<file path="config.mk">
export PLATFORM = sky130hd
export DESIGN_NAME = load_store_unit
export DESIGN_NICKNAME = d
export VERILOG_FILES = /design/src/rtl/load_store_unit.sv
export SDC_FILE = /design/constraint.sdc
export NUM_CORES = 1
export LEC_CHECK = 0
export BUFFER_PORTS_ARGS = -buffer_cell sky130_fd_sc_hd__buf_4
export CAP_MARGIN = 20
export CORE_ASPECT_RATIO = 0.7
export CORE_UTILIZATION = 30
export DETAILED_ROUTE_END_ITERATION = 7
export PLACE_DENSITY = 0.6
export SLEW_MARGIN = 5
export SYNTH_ARGS = -nofsm -noshare
export SYNTH_HDL_FRONTEND = slang
export SYNTH_SLANG_ARGS = --single-unit
</file>
<file path="constraint.sdc">
create_clock -name clk -period 1.71 [get_ports clk]
set_input_delay 0.171 -clock clk [delete_from_list [all_inputs] [get_ports clk]]
set_output_delay 0.171 -clock clk [all_outputs]
set_load 0.02 [all_outputs]
</file>
<file path="src/rtl/load_store_unit.sv">
// Execute-stage load/store unit: one outstanding word-wide bus access with byte enables.
// Optional LSU_MISALIGN_TRAP_EN: trap misaligned half/word accesses instead of aligning down.
module load_store_unit #(
   parameter int unsigned TIMEOUT_CYCLES = 16
) (
   input  logic        clk,
   input  logic        reset_n,
   input  logic        req_valid,
   output logic        req_ready,
   input  logic [31:0] req_addr,
   input  logic [31:0] req_wdata,
   input  logic        req_is_store,
   input  logic [2:0]  req_funct3,
   input  logic [4:0]  req_rd,
   output logic        rsp_valid,
   output logic [4:0]  rsp_rd,
   output logic [31:0] rsp_data,
   output logic        rsp_fault,
   output logic [1:0]  rsp_cause,
   output logic        mem_req,
   output logic        mem_we,
   output logic [31:0] mem_addr,
   output logic [31:0] mem_wdata,
   output logic [3:0]  mem_be,
   input  logic        mem_ack,
   input  logic [31:0] mem_rdata
);

   typedef enum logic [1:0] {StIdle, StBus, StResp} state_e;

   localparam logic [1:0] CauseNone     = 2'b00;
   localparam logic [1:0] CauseMisalign = 2'b01;
   localparam logic [1:0] CauseTimeout  = 2'b10;
   localparam logic [1:0] CauseIllegal  = 2'b11;
   localparam logic [7:0] CntLast       = 8'(TIMEOUT_CYCLES - 1);

   state_e      state_q, state_d;
   logic [7:0]  cnt_q, cnt_d;
   logic [1:0]  addr_lo_q, addr_lo_d;
   logic [2:0]  funct3_q, funct3_d;
   logic [4:0]  rd_q, rd_d;
   logic        is_store_q, is_store_d;
   logic        mem_req_q, mem_req_d;
   logic        mem_we_q, mem_we_d;
   logic [31:0] mem_addr_q, mem_addr_d;
   logic [31:0] mem_wdata_q, mem_wdata_d;
   logic [3:0]  mem_be_q, mem_be_d;
   logic        rsp_valid_q, rsp_valid_d;
   logic [4:0]  rsp_rd_q, rsp_rd_d;
   logic [31:0] rsp_data_q, rsp_data_d;
   logic        rsp_fault_q, rsp_fault_d;
   logic [1:0]  rsp_cause_q, rsp_cause_d;

   logic        illegal;
   logic        misaligned;
   logic [3:0]  st_be;
   logic [31:0] st_wdata;
   logic [7:0]  byte_lane;
   logic [15:0] half_lane;
   logic [31:0] load_data;

   assign req_ready = (state_q == StIdle) && reset_n;

   // Legal widths: stores SB/SH/SW; loads LB/LH/LW/LBU/LHU.
   assign illegal = req_is_store ? (req_funct3[2] || (req_funct3[1:0] == 2'b11))
                                 : ((req_funct3 == 3'b011) || (req_funct3[2:1] == 2'b11));

`ifdef LSU_MISALIGN_TRAP_EN
   assign misaligned = ((req_funct3[1:0] == 2'b01) && req_addr[0]) ||
                       ((req_funct3[1:0] == 2'b10) && (req_addr[1:0] != 2'b00));
`else
   assign misaligned = 1'b0;
`endif

   // Store lane replication and byte enables.
   always_comb begin
      st_be    = 4'b1111;
      st_wdata = req_wdata;
      case (req_funct3[1:0])
         2'b00: begin
            st_be    = 4'b0001 << req_addr[1:0];
            st_wdata = {4{req_wdata[7:0]}};
         end
         2'b01: begin
            st_be    = req_addr[1] ? 4'b1100 : 4'b0011;
            st_wdata = {2{req_wdata[15:0]}};
         end
         default: begin
            st_be    = 4'b1111;
            st_wdata = req_wdata;
         end
      endcase
   end

   // Load lane selection and extension, using the captured address and width.
   always_comb begin
      byte_lane = mem_rdata[7:0];
      case (addr_lo_q)
         2'b00:   byte_lane = mem_rdata[7:0];
         2'b01:   byte_lane = mem_rdata[15:8];
         2'b10:   byte_lane = mem_rdata[23:16];
         default: byte_lane = mem_rdata[31:24];
      endcase
      half_lane = addr_lo_q[1] ? mem_rdata[31:16] : mem_rdata[15:0];
      case (funct3_q)
         3'b000:  load_data = {{24{byte_lane[7]}}, byte_lane};
         3'b001:  load_data = {{16{half_lane[15]}}, half_lane};
         3'b100:  load_data = {24'h000000, byte_lane};
         3'b101:  load_data = {16'h0000, half_lane};
         default: load_data = mem_rdata;
      endcase
   end

   always_comb begin
      state_d     = state_q;
      cnt_d       = cnt_q;
      addr_lo_d   = addr_lo_q;
      funct3_d    = funct3_q;
      rd_d        = rd_q;
      is_store_d  = is_store_q;
      mem_req_d   = mem_req_q;
      mem_we_d    = mem_we_q;
      mem_addr_d  = mem_addr_q;
      mem_wdata_d = mem_wdata_q;
      mem_be_d    = mem_be_q;
      rsp_valid_d = 1'b0;
      rsp_rd_d    = rsp_rd_q;
      rsp_data_d  = rsp_data_q;
      rsp_fault_d = rsp_fault_q;
      rsp_cause_d = rsp_cause_q;

      case (state_q)
         StIdle: begin
            if (req_valid && req_ready) begin
               addr_lo_d  = req_addr[1:0];
               funct3_d   = req_funct3;
               rd_d       = req_rd;
               is_store_d = req_is_store;
               if (illegal || misaligned) begin
                  state_d     = StResp;
                  rsp_valid_d = 1'b1;
                  rsp_rd_d    = 5'd0;
                  rsp_data_d  = 32'd0;
                  rsp_fault_d = 1'b1;
                  rsp_cause_d = illegal ? CauseIllegal : CauseMisalign;
               end else begin
                  state_d     = StBus;
                  cnt_d       = 8'd0;
                  mem_req_d   = 1'b1;
                  mem_we_d    = req_is_store;
                  mem_addr_d  = {req_addr[31:2], 2'b00};
                  mem_be_d    = req_is_store ? st_be : 4'b0000;
                  mem_wdata_d = req_is_store ? st_wdata : 32'd0;
               end
            end
         end
         StBus: begin
            // An ack in the expiry cycle takes priority over the timeout.
            if (mem_ack || (cnt_q == CntLast)) begin
               state_d     = StResp;
               mem_req_d   = 1'b0;
               mem_we_d    = 1'b0;
               mem_be_d    = 4'b0000;
               rsp_valid_d = 1'b1;
               if (mem_ack) begin
                  rsp_rd_d    = is_store_q ? 5'd0 : rd_q;
                  rsp_data_d  = is_store_q ? 32'd0 : load_data;
                  rsp_fault_d = 1'b0;
                  rsp_cause_d = CauseNone;
               end else begin
                  rsp_rd_d    = 5'd0;
                  rsp_data_d  = 32'd0;
                  rsp_fault_d = 1'b1;
                  rsp_cause_d = CauseTimeout;
               end
            end else begin
               cnt_d = cnt_q + 8'd1;
            end
         end
         StResp: begin
            state_d = StIdle;
         end
         default: begin
            state_d = StIdle;
         end
      endcase
   end

   always_ff @(posedge clk) begin
      if (!reset_n) begin
         state_q     <= StIdle;
         cnt_q       <= 8'd0;
         addr_lo_q   <= 2'b00;
         funct3_q    <= 3'b000;
         rd_q        <= 5'd0;
         is_store_q  <= 1'b0;
         mem_req_q   <= 1'b0;
         mem_we_q    <= 1'b0;
         mem_addr_q  <= 32'd0;
         mem_wdata_q <= 32'd0;
         mem_be_q    <= 4'b0000;
         rsp_valid_q <= 1'b0;
         rsp_rd_q    <= 5'd0;
         rsp_data_q  <= 32'd0;
         rsp_fault_q <= 1'b0;
         rsp_cause_q <= 2'b00;
      end else begin
         state_q     <= state_d;
         cnt_q       <= cnt_d;
         addr_lo_q   <= addr_lo_d;
         funct3_q    <= funct3_d;
         rd_q        <= rd_d;
         is_store_q  <= is_store_d;
         mem_req_q   <= mem_req_d;
         mem_we_q    <= mem_we_d;
         mem_addr_q  <= mem_addr_d;
         mem_wdata_q <= mem_wdata_d;
         mem_be_q    <= mem_be_d;
         rsp_valid_q <= rsp_valid_d;
         rsp_rd_q    <= rsp_rd_d;
         rsp_data_q  <= rsp_data_d;
         rsp_fault_q <= rsp_fault_d;
         rsp_cause_q <= rsp_cause_d;
      end
   end

   assign mem_req   = mem_req_q;
   assign mem_we    = mem_we_q;
   assign mem_addr  = mem_addr_q;
   assign mem_wdata = mem_wdata_q;
   assign mem_be    = mem_be_q;
   assign rsp_valid = rsp_valid_q;
   assign rsp_rd    = rsp_rd_q;
   assign rsp_data  = rsp_data_q;
   assign rsp_fault = rsp_fault_q;
   assign rsp_cause = rsp_cause_q;

endmodule

</file>
After elaboration in Yosys (flattened, before gate mapping)

Index checks and enable logic that the tools add are counted.

Register bits: 130
Latch bits: 0
RAM bits: 0
Memory bits (read-only): 0
Output and inout port bits: 112
Logic and storage cells: 105
Memories: 0

Add/subtract/negate cells: 1
Multipliers: 0
Div/mod/pow operators: 0
Magnitude comparators: 0
Equality and inequality tests: 16
Shift-type cells: 1
Multiplexer cells: 54
Bitwise gates (word level): 1
Reduce and logical (&&, ||, !) cells: 16

Operator list:

| cell                                                                   | number |
|---|---|
| 32-bit two-way mux                                                     | 6 |
| 32-bit case mux with 2 select lines                                    | 2 |
| 32-bit case mux with 4 select lines                                    | 1 |
| 5-bit two-way mux                                                      | 5 |
| 8-bit two-way mux                                                      | 3 |
| 8-bit case mux with 3 select lines                                     | 1 |
| 4-bit two-way mux                                                      | 5 |
| 16-bit two-way mux                                                     | 1 |
| 4-bit case mux with 2 select lines                                     | 2 |
| 8-bit case mux with 2 select lines                                     | 1 |
| 2-bit two-way mux                                                      | 7 |
| 1-bit two-way mux                                                      | 13 |
| 4-bit AND reduction                                                    | 3 |
| 5-bit case mux with 2 select lines                                     | 1 |
| 8-bit by 1-bit adder with 8-bit output (second input constant)         | 1 |
| 8-bit by 4-bit equality test with 1-bit output (second input constant) | 1 |
| 2-bit != test (second input constant)                                  | 4 |
| 1-bit case mux with 2 select lines                                     | 4 |
| 2-bit case mux with 2 select lines                                     | 2 |
| 2-bit by 1-bit equality test with 1-bit output (second input constant) | 3 |
| 2-bit equality test (second input constant)                            | 3 |
| 3-bit equality test (second input constant)                            | 2 |
| 2-bit logical NOT                                                      | 3 |
| 2-bit AND reduction                                                    | 2 |
| 10 further kinds                                                       | 13 |

Logic depth before layout (Yosys ltp)

Depth after elaboration: 7
Mapped depth: 7
Gate-level depth less buffers: 5

Worst setup path before layout

No wires, ideal clock.

Path type: register to register
Start point: register cnt_q[0]
End point: register cnt_q[7]
Arrival time: 1.677 ns
Required time: 1.589 ns
Path slack: -0.088 ns
Cell stages (with the launch flop): 7
Cells stage by stage: dfxtp_1 -> ha_1 -> and3_1 -> a211o_1 -> buf_2 -> a211oi_1 -> mux2_2

Longest elaborated chain between the ends: 4

RTL lines:

| element                                                                                        | line | RTL |
|---|---|---|
| from (decl)                                                                                    | 38   | `logic [7:0] cnt_q, cnt_d;` |
| from (signal assigned)                                                                         | 209  | `cnt_q <= cnt_d;` |
| parallel branches: the longest is 4 deep, another holds 8-bit by 1-bit adder with 8-bit output | --   |  |

Several ways; the timed one is not identified. The select of a mux whose other input is x is not followed.
A chain may end at the register's enable or synchronous reset.

Final worst setup path

Ends and elaborated chain as after synthesis.

==> impl_metrics.env <==
export IMPL_synthesis_area_sq_um=5660
export IMPL_clk_insertion_delay_late_ns=0.42
export IMPL_crit_arrival_ns=1.99
export IMPL_htree_levels=4
export IMPL_vdd_ir_drop_max_uv=670
export IMPL_ys_seq_area_share_pct=45.7
export IMPL_drt_pass1_iterations=6
export IMPL_end_kind="flop"
export IMPL_crit_type="reg -> reg"
export IMPL_power_density_nw_per_um2=924
export IMPL_wl_microns=19300
export IMPL_fin_skew_ns=0.0104
export IMPL_synth_top_area_share_pct=45.7
export IMPL_drc=13
export IMPL_worst_pin_slew_ns=0.501
export IMPL_grt_pass1_wl_microns=28900
export IMPL_drive_gt1_share_pct=37.1
export IMPL_ys_async_sr_fraction_pct=0
export IMPL_crit_path_start_kind="flop"
export IMPL_hp_start="req_addr[5]"
export IMPL_ios=221
export IMPL_violations="DRC"
export IMPL_required_ns=2.01
export IMPL_p_leak_uw=0.00366
export IMPL_drt_iter0_drc=342
export IMPL_ant_nets=0
export IMPL_dieHeight_microns=117
export IMPL_hold_path_class="in -> reg"
export IMPL_status="finished, violations left"
export IMPL_gp_congestion=0.804
export IMPL_nets=1045
export IMPL_die_area_sq_um=19400
export IMPL_startpoint="cnt_q[0]"
export IMPL_clkTransAtPathRegs_ns=0.06
export IMPL_diodes=0
export IMPL_final_util_pct=48.4
export IMPL_cts_sinks=129
export IMPL_worstPathMaxFanout=4
export IMPL_dp_hpwl_microns=13400
export IMPL_io_buffers=218
export IMPL_antenna_found_initial=0
export IMPL_slew_headroom_pct=66.6
export IMPL_numCtsBuffers=17
export IMPL_drt_wirelength_per_cell_microns=16.3
export IMPL_grt_max_degree=49
export IMPL_synth_edf_count=0
export IMPL_syn2layout_area_growth_pct=55.8
export IMPL_finalNonFillerCells=1184
export IMPL_synth_cells=661
export IMPL_synth_area_top_cells="dfxtp_1 46%, nand2_1 8.6%, a21oi_1 7.3%, mux2_2 4.2%, o21ai_0 3.0%"
export IMPL_grt_pass1_vias=5173
export IMPL_cap_violations=0
export IMPL_setup_tns_ns=0
export IMPL_syn_area_per_cell_sq_um=8.56
export IMPL_synth_ff_type="dfxtp_1"
export IMPL_synthTopCellsByCount="130 x nand2_1, 129 x dfxtp_1, 83 x a21oi_1"
export IMPL_slew_viol_final=0
export IMPL_hold_viol_final=0
export IMPL_cts_tree="built"
export IMPL_rows=41
export IMPL_total_power_uw=8140
export IMPL_synth_most_common_cell="nand2_1"
export IMPL_die_x_microns=166
export IMPL_setup_viol=0
export IMPL_period_share_pct=98.4
export IMPL_dp_cells=1105
export IMPL_clock_path_buffers=2
export IMPL_vias_per_cell=4.87
export IMPL_grt_util_all_layers_pct=19.2
export IMPL_clockRootBuffer="clkbuf_16"
export IMPL_vias=5770
export IMPL_max_freq_mhz=594
export IMPL_synth_warnings=0
export IMPL_ys_types=56
export IMPL_min_period_ns=1.68
export IMPL_finalInstanceArea_sq_um=8810
export IMPL_dpl_cell_area_sq_um=7680
export IMPL_synth_seq_cells=129
export IMPL_yosysTopAreaCell="dfxtp_1"
export IMPL_initial_core_util_pct=31.1
export IMPL_coreArea_sq_um=18200
export IMPL_worstReg2RegStart="cnt_q[0]"
export IMPL_grt_overflow=0
[registers in the layout (all words and copies together), names as in the netlist]
signal and count:
rsp_valid 1, addr_lo_q 2, state_q 2, rsp_cause 1, rsp_rd 5, cnt_q 8
mem_req 1, mem_be 4, is_store_q 1, funct3_q 3, rsp_data 32, mem_we 1
rd_q 5, rsp_fault 1, mem_addr 30, mem_wdata 32
[layout make-up]
class,instances,area [sq um]
fillers,1731,9400
clock inverters,14,169
clock buffers,18,439
multi-input cells,467,2850
flip-flops and latches,129,2580
well taps,236,295
repair buffers,303,2410
inverters,17,63.8
[cells by family after synthesis]
| group | synth area share [%] |
|---|---|
| compound gates | 24.7 |
| fa+ha+maj | 0.221 |
| buf+inv | 5.77 |
| flops | 45.7 |
| mux | 5.46 |
| other cells | 0.0663 |
| simple gates | 18.1 |
[per-stage QoR]
step / setup WS, ns / hold slack, ns
after global routing: -0.00376 / 0.00684
after global placement: -0.0981 / 0.373
after detailed placement: -0.116 / 0.374
after CTS: 0.00381 / 0.00946
after floorplan: -0.0702 / 0.279
final: 0.0267 / 0.0184
[critical path, stage by stage (launching register included)]
cell	delay, ns
dfxtp_2	0.32
ha_2	0.18
and3_4	0.20
a211o_1	0.33
a211oi_2	0.19
mux2_2	0.35
[where the power goes]
part	total [uW]	leakage, uW	internal [uW]	switching (uW)
combinational	1240	0.00233	590	645
sequential	3150	0.00105	3100	53.1
clock	3750	0.000290	2240	1510
[metal layers]
| metal | GRT usage, % | vias to the layer above | routed length [microns] | share of wire, % |
|---|---|---|---|---|
| li1 | - | 2884 | - | - |
| met1 | 27.8 | 2703 | 9620 | 50 |
| met2 | 27.4 | 167 | 8230 | 43 |
| met3 | 5.31 | 16 | 1250 | 6.5 |
| met4 | 5.61 | 0 | 197 | 1.0 |
| met5 | 0 | - | 0 | 0 |
[placed cells by master (no fill, tap or decap), types with 3 or more instances in the layout]
master,n
mux2_2,21
nand3_1,21
a211o_1,11
nand2b_1,22
mux2i_1,5
nor3_1,12
a21oi_1,82
dlygate4sd3_1,36
o22ai_1,5
nor2b_1,6
a211oi_1,5
clkbuf_16,17
buf_4,262
inv_8,3
clkinvlp_4,3
inv_1,15
a22o_1,17
nor2_1,14
o21a_1,15
dfxtp_1,127
o21ai_0,34
inv_6,4
and2_1,3
o2111ai_1,3
nand2_1,130
buf_12,3
o2bb2ai_1,15
[timing repair]
action | in CTS | in global routing
endpoints found under the setup margin | 39 | 52
gates cloned | 2 | 2
buffers inserted | 4 | 3
hold buffers | 36 | 0
gates resized for setup | 3 | 12
endpoints found under the hold margin | 36 | 0
pin swaps | 3 | 2
[final timing paths]
path                       end  slack [ns]  cells after the start
setup reg to reg      cnt_q[7]        0.03                      5
hold / removal     mem_addr[5]        0.02                      3
hold reg to reg   mem_wdata[1]        0.45                      2
setup / recovery      cnt_q[7]        0.03                      5
Note: power is estimated with default switching activity, not from simulation.
